<file path="config.mk">
export PLATFORM = sky130hd
export DESIGN_NAME = excpt_ctrl
export DESIGN_NICKNAME = d
export VERILOG_FILES = /design/src/rtl/excpt_pkg.sv /design/src/rtl/excpt_ctrl_irq_sync.sv /design/src/rtl/excpt_ctrl.sv
export SDC_FILE = /design/constraint.sdc
export NUM_CORES = 1
export LEC_CHECK = 0
export CAP_MARGIN = 15
export CELL_PAD_IN_SITES_DETAIL_PLACEMENT = 2
export CELL_PAD_IN_SITES_GLOBAL_PLACEMENT = 2
export CORE_MARGIN = 3
export CORE_UTILIZATION = 25
export CTS_CLUSTER_DIAMETER = 40
export CTS_CLUSTER_SIZE = 16
export DETAILED_ROUTE_END_ITERATION = 10
export GPL_TIMING_DRIVEN = 0
export PLACE_DENSITY_LB_ADDON = 0.1
export SYNTH_ARGS = -nofsm -noshare
export SYNTH_HDL_FRONTEND = slang
export SYNTH_SLANG_ARGS = --single-unit
</file>
<file path="constraint.sdc">
create_clock -name clk -period 4.5 [get_ports clk]
set_input_delay 0.675 -clock clk [delete_from_list [all_inputs] [get_ports clk]]
set_output_delay 0.675 -clock clk [all_outputs]
set_load 0.03 [all_outputs]
</file>
<file path="src/rtl/excpt_pkg.sv">
// Shared definitions for the exception/interrupt controller.
//   - exception code constants seen on excptype / recorded in cause_q[7:0]
//   - FSM state encodings
//   - bit positions of the fields inside status_q = {im, exl, ie}
package excpt_pkg;

  localparam logic [7:0] EXC_SYSCALL = 8'h08;
  localparam logic [7:0] EXC_ERET    = 8'h0e;
  localparam logic [7:0] EXC_INT     = 8'h01;

  localparam logic [0:0] ST_IDLE  = 1'b0;
  localparam logic [0:0] ST_FLUSH = 1'b1;

  typedef enum logic [0:0] {
    IDLE  = ST_IDLE,
    FLUSH = ST_FLUSH
  } state_e;

  localparam int unsigned STAT_IE     = 0;
  localparam int unsigned STAT_EXL    = 1;
  localparam int unsigned STAT_IM_LSB = 2;

endpackage

</file>
<file path="src/rtl/excpt_ctrl_irq_sync.sv">
// Two-flop synchronizer for the asynchronous external interrupt levels.
// Ports:
//   clk, rst   clock and synchronous active-high reset
//   i_irq      raw asynchronous interrupt levels
//   o_pend     synchronized levels (two clocks of latency)
module irq_sync #(
  parameter int unsigned WIDTH = 6
) (
  input  logic             clk,
  input  logic             rst,
  input  logic [WIDTH-1:0] i_irq,
  output logic [WIDTH-1:0] o_pend
);

  logic [WIDTH-1:0] r_s1;
  logic [WIDTH-1:0] r_s2;

  always_ff @(posedge clk) begin
    if (rst) begin
      r_s1 <= '0;
      r_s2 <= '0;
    end else begin
      r_s1 <= i_irq;
      r_s2 <= r_s1;
    end
  end

  assign o_pend = r_s2;

endmodule

</file>
<file path="src/rtl/excpt_ctrl.sv">
// Exception and interrupt controller sitting beside the MEM stage.
// Arbitrates a synchronous exception code against masked, synchronized
// interrupts, keeps CP0-style EPC/cause/status state, and issues a
// registered redirect (ejpc/excpt) plus a FLUSH_CYCLES-long pipeline flush.
// Ports:
//   clk, rst          clock and synchronous active-high reset
//   excptype, epc     exception code (0 = none) and PC of the MEM instruction
//   irq               asynchronous level interrupt requests
//   csr_we, csr_wdata status write strobe and {im, ie}
//   ejpc, excpt       redirect target and its one-cycle valid pulse
//   excpt_l           duplicate of excpt for the fetch load path
//   flush             pipeline flush
//   epc_q, cause_q    saved PC and {irq snapshot, code}
//   status_q          {im, exl, ie}
module excpt_ctrl
  import excpt_pkg::*;
#(
  parameter int unsigned     XLEN         = 32,
  parameter int unsigned     NUM_IRQ      = 6,
  parameter logic [XLEN-1:0] VEC_SYSCALL  = 32'h0000_0040,
  parameter logic [XLEN-1:0] VEC_IRQ      = 32'h0000_0050,
  parameter int unsigned     FLUSH_CYCLES = 2
) (
  input  logic                 clk,
  input  logic                 rst,
  input  logic [XLEN-1:0]      excptype,
  input  logic [XLEN-1:0]      epc,
  input  logic [NUM_IRQ-1:0]   irq,
  input  logic                 csr_we,
  input  logic [NUM_IRQ:0]     csr_wdata,
  output logic [XLEN-1:0]      ejpc,
  output logic                 excpt,
  output logic                 excpt_l,
  output logic                 flush,
  output logic [XLEN-1:0]      epc_q,
  output logic [XLEN-1:0]      cause_q,
  output logic [NUM_IRQ+1:0]   status_q
);

  // The FLUSH state covers all but the last flush cycle, so the controller is
  // already back in IDLE during the final flush cycle and can accept the next
  // event on the edge that ends it.
  localparam int unsigned CW = (FLUSH_CYCLES > 2) ? $clog2(FLUSH_CYCLES - 1) : 1;
  localparam logic [CW-1:0] CNT_INIT = CW'((FLUSH_CYCLES >= 2) ? FLUSH_CYCLES - 2 : 0);

  logic [NUM_IRQ-1:0] w_pend;

  irq_sync #(.WIDTH(NUM_IRQ)) u_irq_sync (
    .clk    (clk),
    .rst    (rst),
    .i_irq  (irq),
    .o_pend (w_pend)
  );

  state_e              r_state;
  logic [CW-1:0]       r_cnt;
  logic [XLEN-1:0]     r_ejpc;
  logic                r_excpt;
  logic                r_excpt_l;
  logic                r_flush;
  logic [XLEN-1:0]     r_epc;
  logic [XLEN-1:0]     r_cause;
  logic [NUM_IRQ-1:0]  r_im;
  logic                r_exl;
  logic                r_ie;

  logic                w_exc;
  logic                w_eret;
  logic                w_irq_ok;
  logic                w_take;
  logic [7:0]          w_code;
  logic [XLEN-1:0]     w_target;
  logic [XLEN-1:0]     w_cause;

  assign w_exc    = |excptype;
  assign w_eret   = (excptype == {{(XLEN-8){1'b0}}, EXC_ERET});
  assign w_irq_ok = (|(w_pend & r_im)) & r_ie & ~r_exl;
  // Synchronous codes win over interrupts; nothing is taken outside IDLE.
  assign w_take   = (r_state == IDLE) & (w_exc | w_irq_ok);
  assign w_code   = w_exc ? excptype[7:0] : EXC_INT;

  always_comb begin
    w_target = VEC_SYSCALL;
    if (w_eret) begin
      w_target = r_epc;
    end else if (w_code == EXC_INT) begin
      w_target = VEC_IRQ;
    end
  end

  always_comb begin
    w_cause              = '0;
    w_cause[7:0]         = w_code;
    w_cause[NUM_IRQ+7:8] = w_pend;
  end

  always_ff @(posedge clk) begin
    if (rst) begin
      r_state   <= IDLE;
      r_cnt     <= '0;
      r_ejpc    <= '0;
      r_excpt   <= 1'b0;
      r_excpt_l <= 1'b0;
      r_flush   <= 1'b0;
      r_epc     <= '0;
      r_cause   <= '0;
      r_im      <= '0;
      r_exl     <= 1'b0;
      r_ie      <= 1'b0;
    end else begin
      r_excpt   <= w_take;
      r_excpt_l <= w_take;
      r_flush   <= w_take | (r_state == FLUSH);

      if (w_take) begin
        r_ejpc <= w_target;
      end

      if (csr_we) begin
        r_im <= csr_wdata[NUM_IRQ:1];
        r_ie <= csr_wdata[0];
      end

      if (w_take) begin
        if (w_eret) begin
          r_exl <= 1'b0;
        end else begin
          r_cause <= w_cause;
          r_exl   <= 1'b1;
          // A nested exception keeps the original return address.
          if (!r_exl) begin
            r_epc <= epc;
          end
        end
      end

      if (r_state == IDLE) begin
        if (w_take && (FLUSH_CYCLES > 1)) begin
          r_state <= FLUSH;
          r_cnt   <= CNT_INIT;
        end
      end else begin
        if (r_cnt == '0) begin
          r_state <= IDLE;
        end else begin
          r_cnt <= r_cnt - CW'(1);
        end
      end
    end
  end

  assign ejpc     = r_ejpc;
  assign excpt    = r_excpt;
  assign excpt_l  = r_excpt_l;
  assign flush    = r_flush;
  assign epc_q    = r_epc;
  assign cause_q  = r_cause;
  assign status_q = {r_im, r_exl, r_ie};

endmodule

</file>
* After elaboration in Yosys (flattened, before gate mapping)
Cells that the tools add are included.
Word-level totals: register bits 102, output and inout port bits 107
Cells by class: $add $sub $neg 1, equal/unequal tests 2, multiplexer cells 10, bitwise logic cells 9, reduce and logical (&&, ||, !) cells 5
Operator list (count):
- 32-bit by 4-bit equality test with 1-bit output, second input constant | 1
- 32-bit 2-to-1 mux | 1
- 32-bit OR reduction | 1
- 8-bit by 1-bit equality test with 1-bit output, second input constant | 1
- 8-bit 2-to-1 mux | 1
- 1-bit 2-to-1 mux | 7
- 6-bit bitwise AND | 1
- 6-bit OR reduction | 1
- 5-bit 2-to-1 mux | 1
- 1-bit bitwise AND | 3
- 1-bit NOT | 3
- 3-bit AND reduction | 1
- 1-bit bitwise OR | 2
- 2-bit AND reduction | 1
- 2-bit nonzero test | 1
- 1-bit subtractor, second input constant | 1

* Depth between registers and ports, before layout
word-level depth 8, gate-level depth with buffers 7, mapped depth without buffers 5

* Hierarchy
Synthesis repeated with hierarchy kept, for this count alone.
Second synthesis, totals: cells, all modules 455, area total of the unflattened synthesis 4433.0 um^2
By module, submodules not included:
- excpt_ctrl | instances 1, cells an instance 430, area each 4066.4 um^2, sequential area each 1781.7 um^2
- irq_sync | instances 1, cells an instance 25, area each 366.6 um^2, sequential area each 240.2 um^2

* Least setup slack after synthesis
No wires, ideal clock.
kind input to register, start input port excptype[3], end register r_epc[10], in the netlist epc_q[10], setup time 72 ps, arrival time 2019 ps, slack 2410 ps, stages on the path 6, buffers on the path 1, cells stage by stage and3_1 a211oi_1 a32oi_4 a21oi_2 buf_6 mux2i_1
Between the ends: cells in the longest elaborated chain, start to end 4
RTL lines:
- from (decl) | line excpt_ctrl.sv:26 | input logic [XLEN-1:0] excptype,
- 32-bit OR reduction | line excpt_ctrl.sv:75 | assign w_exc = |excptype;
- 1-bit bitwise OR | line excpt_ctrl.sv:79 | assign w_take = (r_state == IDLE) & (w_exc | w_irq_ok);
- 1-bit bitwise AND | line excpt_ctrl.sv:79
- 3-bit AND reduction (no source line) (*)
- to (signal assigned) | line excpt_ctrl.sv:132 | r_epc <= epc;
- to (decl) | line excpt_ctrl.sv:61 | logic [XLEN-1:0] r_epc;
Every way passes the cells marked *; elsewhere a longest branch is shown, timed or not. A chain may end at the register's enable or synchronous reset.

* Final worst setup path
start input port excptype[4], end register r_ejpc[29], in the netlist ejpc[29]
Between the ends: cells in the longest elaborated chain, start to end 3
RTL lines:
- 32-bit OR reduction | line excpt_ctrl.sv:75
- 1-bit bitwise OR | line excpt_ctrl.sv:79
- 1-bit bitwise AND | line excpt_ctrl.sv:79
- to (signal assigned) | line excpt_ctrl.sv:116 | r_ejpc <= w_target;
- to (decl) | line excpt_ctrl.sv:57 | logic [XLEN-1:0] r_ejpc;
Several ways; a longest one is shown, not always the timed one.

==> out/summary.md <==
By instance count, the cell type seen most on the critical path is nand4_1. The slew of the pin with the lowest slew margin came out at 0.6116 ns. The logs give 0 for the final-report hold violation count and 36 for the distinct cell type count after synthesis. The y dimension of the die works out to 134.6 um.

In the global route stage, met1 resource usage came out at 21.58%. The data required time of the worst path came out at 4.71 ns. The CTS root buffer was clkbuf_16. STA classifies the critical path endpoint as a flip-flop. The remaining design rule violation count was 0; the power density over the cells was 327.5 nW/um2.

The count of flip-flops with a built-in enable after synthesis is 0, and the mean cell area of the mapped netlist is 9.029 um2. The sum of negative setup slack is 0 ns. met2 is the most crowded layer.

The tools report the static leakage as 2.418 nW. The total of flip-flops plus latches after synthesis is 101, and the standard cell core area is 16,060 um2. After clock tree synthesis, the flow added hold-fix buffers numbering 0. Initial core utilization: 25.75%. The register-to-register setup slack came out at 2.29 ns.

The reg-to-reg critical path startpoint was r_state$_SDFF_PP0_. Nature of the critical path startpoint: an input port. The share of the yosys chip area belonging to registers was 48.90%. Row generation in the floorplan step produced 46 rows.

Once the clock tree was built, the resizer swapped 0 gates to a different size. Of all nets on the critical path, the largest fanout is 10. In this run the horizontal extent of the chip is 134.6 um. The clock net in this run drives a total of 101 sinks. Summing all flip-flop and latch instances after layout gives 2022 um2. The cell family contributing the most delay on the critical path is simple AND/OR/NAND/NOR gates. In this design, the stage delay of the slowest critical-path cell is 0.48 ns. The worst register-to-register path has a depth of 6.

The residual overflow from global routing was 0; the met2 track demand over resource was 31.84%. In the post-route analysis, the smallest setup slack over all paths is 1.725 ns. From synthesis to final layout, the design area changed by 55.25%. Before antenna repair, the detailed router went through 4 iterations. The final critical path takes up 61.67% of the cycle.

The fraction of synthesis flops using an asynchronous set or reset pin is 0%. During synthesis, Yosys emitted a total of 0 warnings. The flow ran to the end, and the final reports show no timing, DRC or antenna violations. For this run, global-route usage on met3 was measured as 3.949%. After detailed routing, the total wire length is 16,220 um.

Entering global routing, the biggest net connects 17 pins. The synthesized design devotes to its leading area cell type 48.90% of total area. The max-capacitance violation count is 0.

The initial antenna violation count is 0. For this design, the slowest cell found on the critical path is clkdlybuf4s50_1. Clock-pin slew was measured on the worst setup and hold paths at 0.07 ns. Counting along the longest clock path gives a buffer depth of 2. Global routing consumed, over all layers together, 17.90% of the routing resources.

The buffers plus inverters on the worst setup path came out at 2. The quantity of I/O buffers inserted on ports is 167. Type of the worst min-delay path: reg2reg. The synthesized netlist cell count is 458. The number of gates on the worst path with buffers counted came out at 7. Sorting the synthesized cells by how often they occur yields dfxtp_1, nand2_1, a21oi_1, mux2i_1, nand4_1. The detailed router finished its first iteration with 142 violations.

The start point of the worst hold path was u_irq_sync.r_s1[1]$_SDFF_PP0_. By instance count, the leading cell after synthesis is dfxtp_1. The run gives 0.3603 GHz as the highest attainable clock frequency. The mean routed wirelength per cell was 18.56 um; the number of post-CTS setup repair buffers was 0. For the worst setup path, the data arrival time is 2.99 ns. The finished layout holds 874 standard cells, fillers aside.

The time the final worst path needs with I/O delays and setup is 2.775 ns, and the first-pass GRT wire length is 25,470 um. The HPWL after detailed placement is 12,730 um, and the worst setup slack before clock tree synthesis is 1.364 ns. The count of pins over their slew limit is 0, and the number of filler cells placed in the layout is 1,743. The post-detailed-route via-to-cell ratio is 4.725, and the floorplan die area is 18,120 um2. The post-synthesis cell area is 4135 um2, and the hold slack is 0.4432 ns.

Routability-driven placement finished with a final weighted congestion of 0.7807. IR analysis of the VDD net gives a maximum drop of 0.1693 mV. Headroom to the max-slew limit came out at 59.23%. Once placement completed, the tool counted placed cells totaling 858. For the via count of the first global-routing pass, the log shows 4,571. The signal on the critical path passes through clkdlybuf4s50_1 > nor4_4 > and2_1 > nand4_1 > clkbuf_1 > nand4_1 > a21oi_1. CTS built an H-tree with a depth of 3.

Among all flip-flop cells after synthesis, the most frequent one is dfxtp_1. In this run, CTS created clock tree buffers numbering 9. By area the synthesized netlist is led by dfxtp_1, mux2i_1, nand2_1. Across all layers, the routed design uses 4,130 vias. The run gives 0 as the number of failing setup endpoints in the final timing report.

Clock latency on the worst-skew pair, taken at its later pin, is 0.35 ns. Once detail routing completed, the nets flagged for antenna violations numbered 0. The most critical setup path has its endpoint at ejpc[29]$_SDFFE_PP0N_. 187 I/O pins were placed.

Setup repair after global routing left no endpoint under its margin. The endpoint identified for the worst register-to-register timing path is ejpc[29]$_SDFFE_PP0N_. TritonCTS built the clock tree.

The multi-input combinational cells in the finished layout cover a total of 1831 um2. The critical path starts at excptype[4]. The setup path with the least slack is of type in2reg. The synthesized design spends more area on one cell type than any other, namely dfxtp_1. On the final layout, the worst clock skew is 0.006957 ns.

The share of layout cells above drive strength 1 works out to 7.751%. 0 antenna diodes ended up in the layout. Total power for the finished layout comes to 0.002103 W. In the final design database the tool counted 733 nets.
-- state kept, by name, indices dropped and copies added, names as in the netlist --
register / flops
cause_q: 14
ejpc: 32
epc_q: 32
excpt_l: 1
flush: 1
r_exl: 1
r_ie: 1
r_im: 6
r_state: 1
u_irq_sync.o_pend: 6
u_irq_sync.r_s1: 6
-- worst min path at each step --
stage | end | slack [ns] | cells after the start
2_1_floorplan | u_irq_sync.o_pend[0]$_SDFF_PP0_ | 0.41 | 1
3_3_place_gp | u_irq_sync.o_pend[2]$_SDFF_PP0_ | 0.42 | 1
3_5_place_dp | u_irq_sync.o_pend[1]$_SDFF_PP0_ | 0.44 | 1
4_1_cts | u_irq_sync.o_pend[1]$_SDFF_PP0_ | 0.45 | 1
5_1_grt | u_irq_sync.o_pend[2]$_SDFF_PP0_ | 0.47 | 1
6_report | u_irq_sync.o_pend[1]$_SDFF_PP0_ | 0.44 | 1
-- cell usage in the layout (no fill, tap or decap), types with 3 or more instances in the layout --
| master | count |
|---|---|
| o21ai_1 | 21 |
| buf_2 | 7 |
| nor4_1 | 5 |
| nor3_1 | 4 |
| dfxtp_1 | 101 |
| a32o_1 | 3 |
| clkbuf_1 | 28 |
| buf_6 | 3 |
| inv_1 | 3 |
| mux2i_1 | 39 |
| nand4_1 | 32 |
| o21ai_0 | 11 |
| conb_1 | 18 |
| a22oi_1 | 3 |
| nand3_1 | 16 |
| nor2b_1 | 12 |
| nor2_1 | 10 |
| a21bo_1 | 6 |
| a21oi_1 | 45 |
| clkbuf_16 | 9 |
| clkinv_4 | 3 |
| buf_4 | 21 |
| clkdlybuf4s50_1 | 167 |
| nand2_1 | 68 |
-- worst reg2reg max path: cells and delay by family, from the launching register on --
| kind | cells | cell delay [ns] |
|---|---|---|
| buffers and inverters | 4 | 1.40 |
| and+or+nand+nor | 1 | 0.22 |
| AOI/OAI and AO/OA | 1 | 0.22 |
| DFF | 1 | 0.30 |
-- area by class of cell --
class	count	area share [%]
Tap cell	216	4.210
Clock inverter	5	0.5652
Buffer	59	5.165
Inverter	4	0.2339
Sequential cell	101	31.49
Multi-Input combinational cell	311	28.51
Timing Repair Buffer	167	26.04
Clock buffer	11	3.781
-- report_power, final --
part           leakage [nW]  total [W]  internal (W)  switching (W)
Sequential            0.828   0.000966      0.000934      0.0000318
Clock                 0.139   0.000745      0.000392       0.000353
Combinational          1.45   0.000391      0.000178       0.000213
Total                  2.42    0.00210       0.00150       0.000598
-- per-layer routing --
metal  vias to the layer above  wire length [um]
met3                        17               763
met1                      2048              6931
met5                         -                 0
met2                       103              8277
met4                         0               246
li1                       1962                 -
-- logic make-up after synthesis --
logic type,share of synthesized area (%)
flip-flops,48.90
multiplexers,9.440
AO/OA/AOI/OAI,14.34
AND/OR/NAND/NOR,18.85
buffers and inverters,8.381
other,0.09068
-- per-stage QoR --
stage                     instance area, um2  util (%)
after CTS                               6420     39.98
after global placement                  6141     38.24
after global routing                    6420     39.98
after detailed placement                6141     38.24
after floorplan                         4199         -
final                                   6420     39.98
Note: power is estimated with default switching activity, not from simulation.
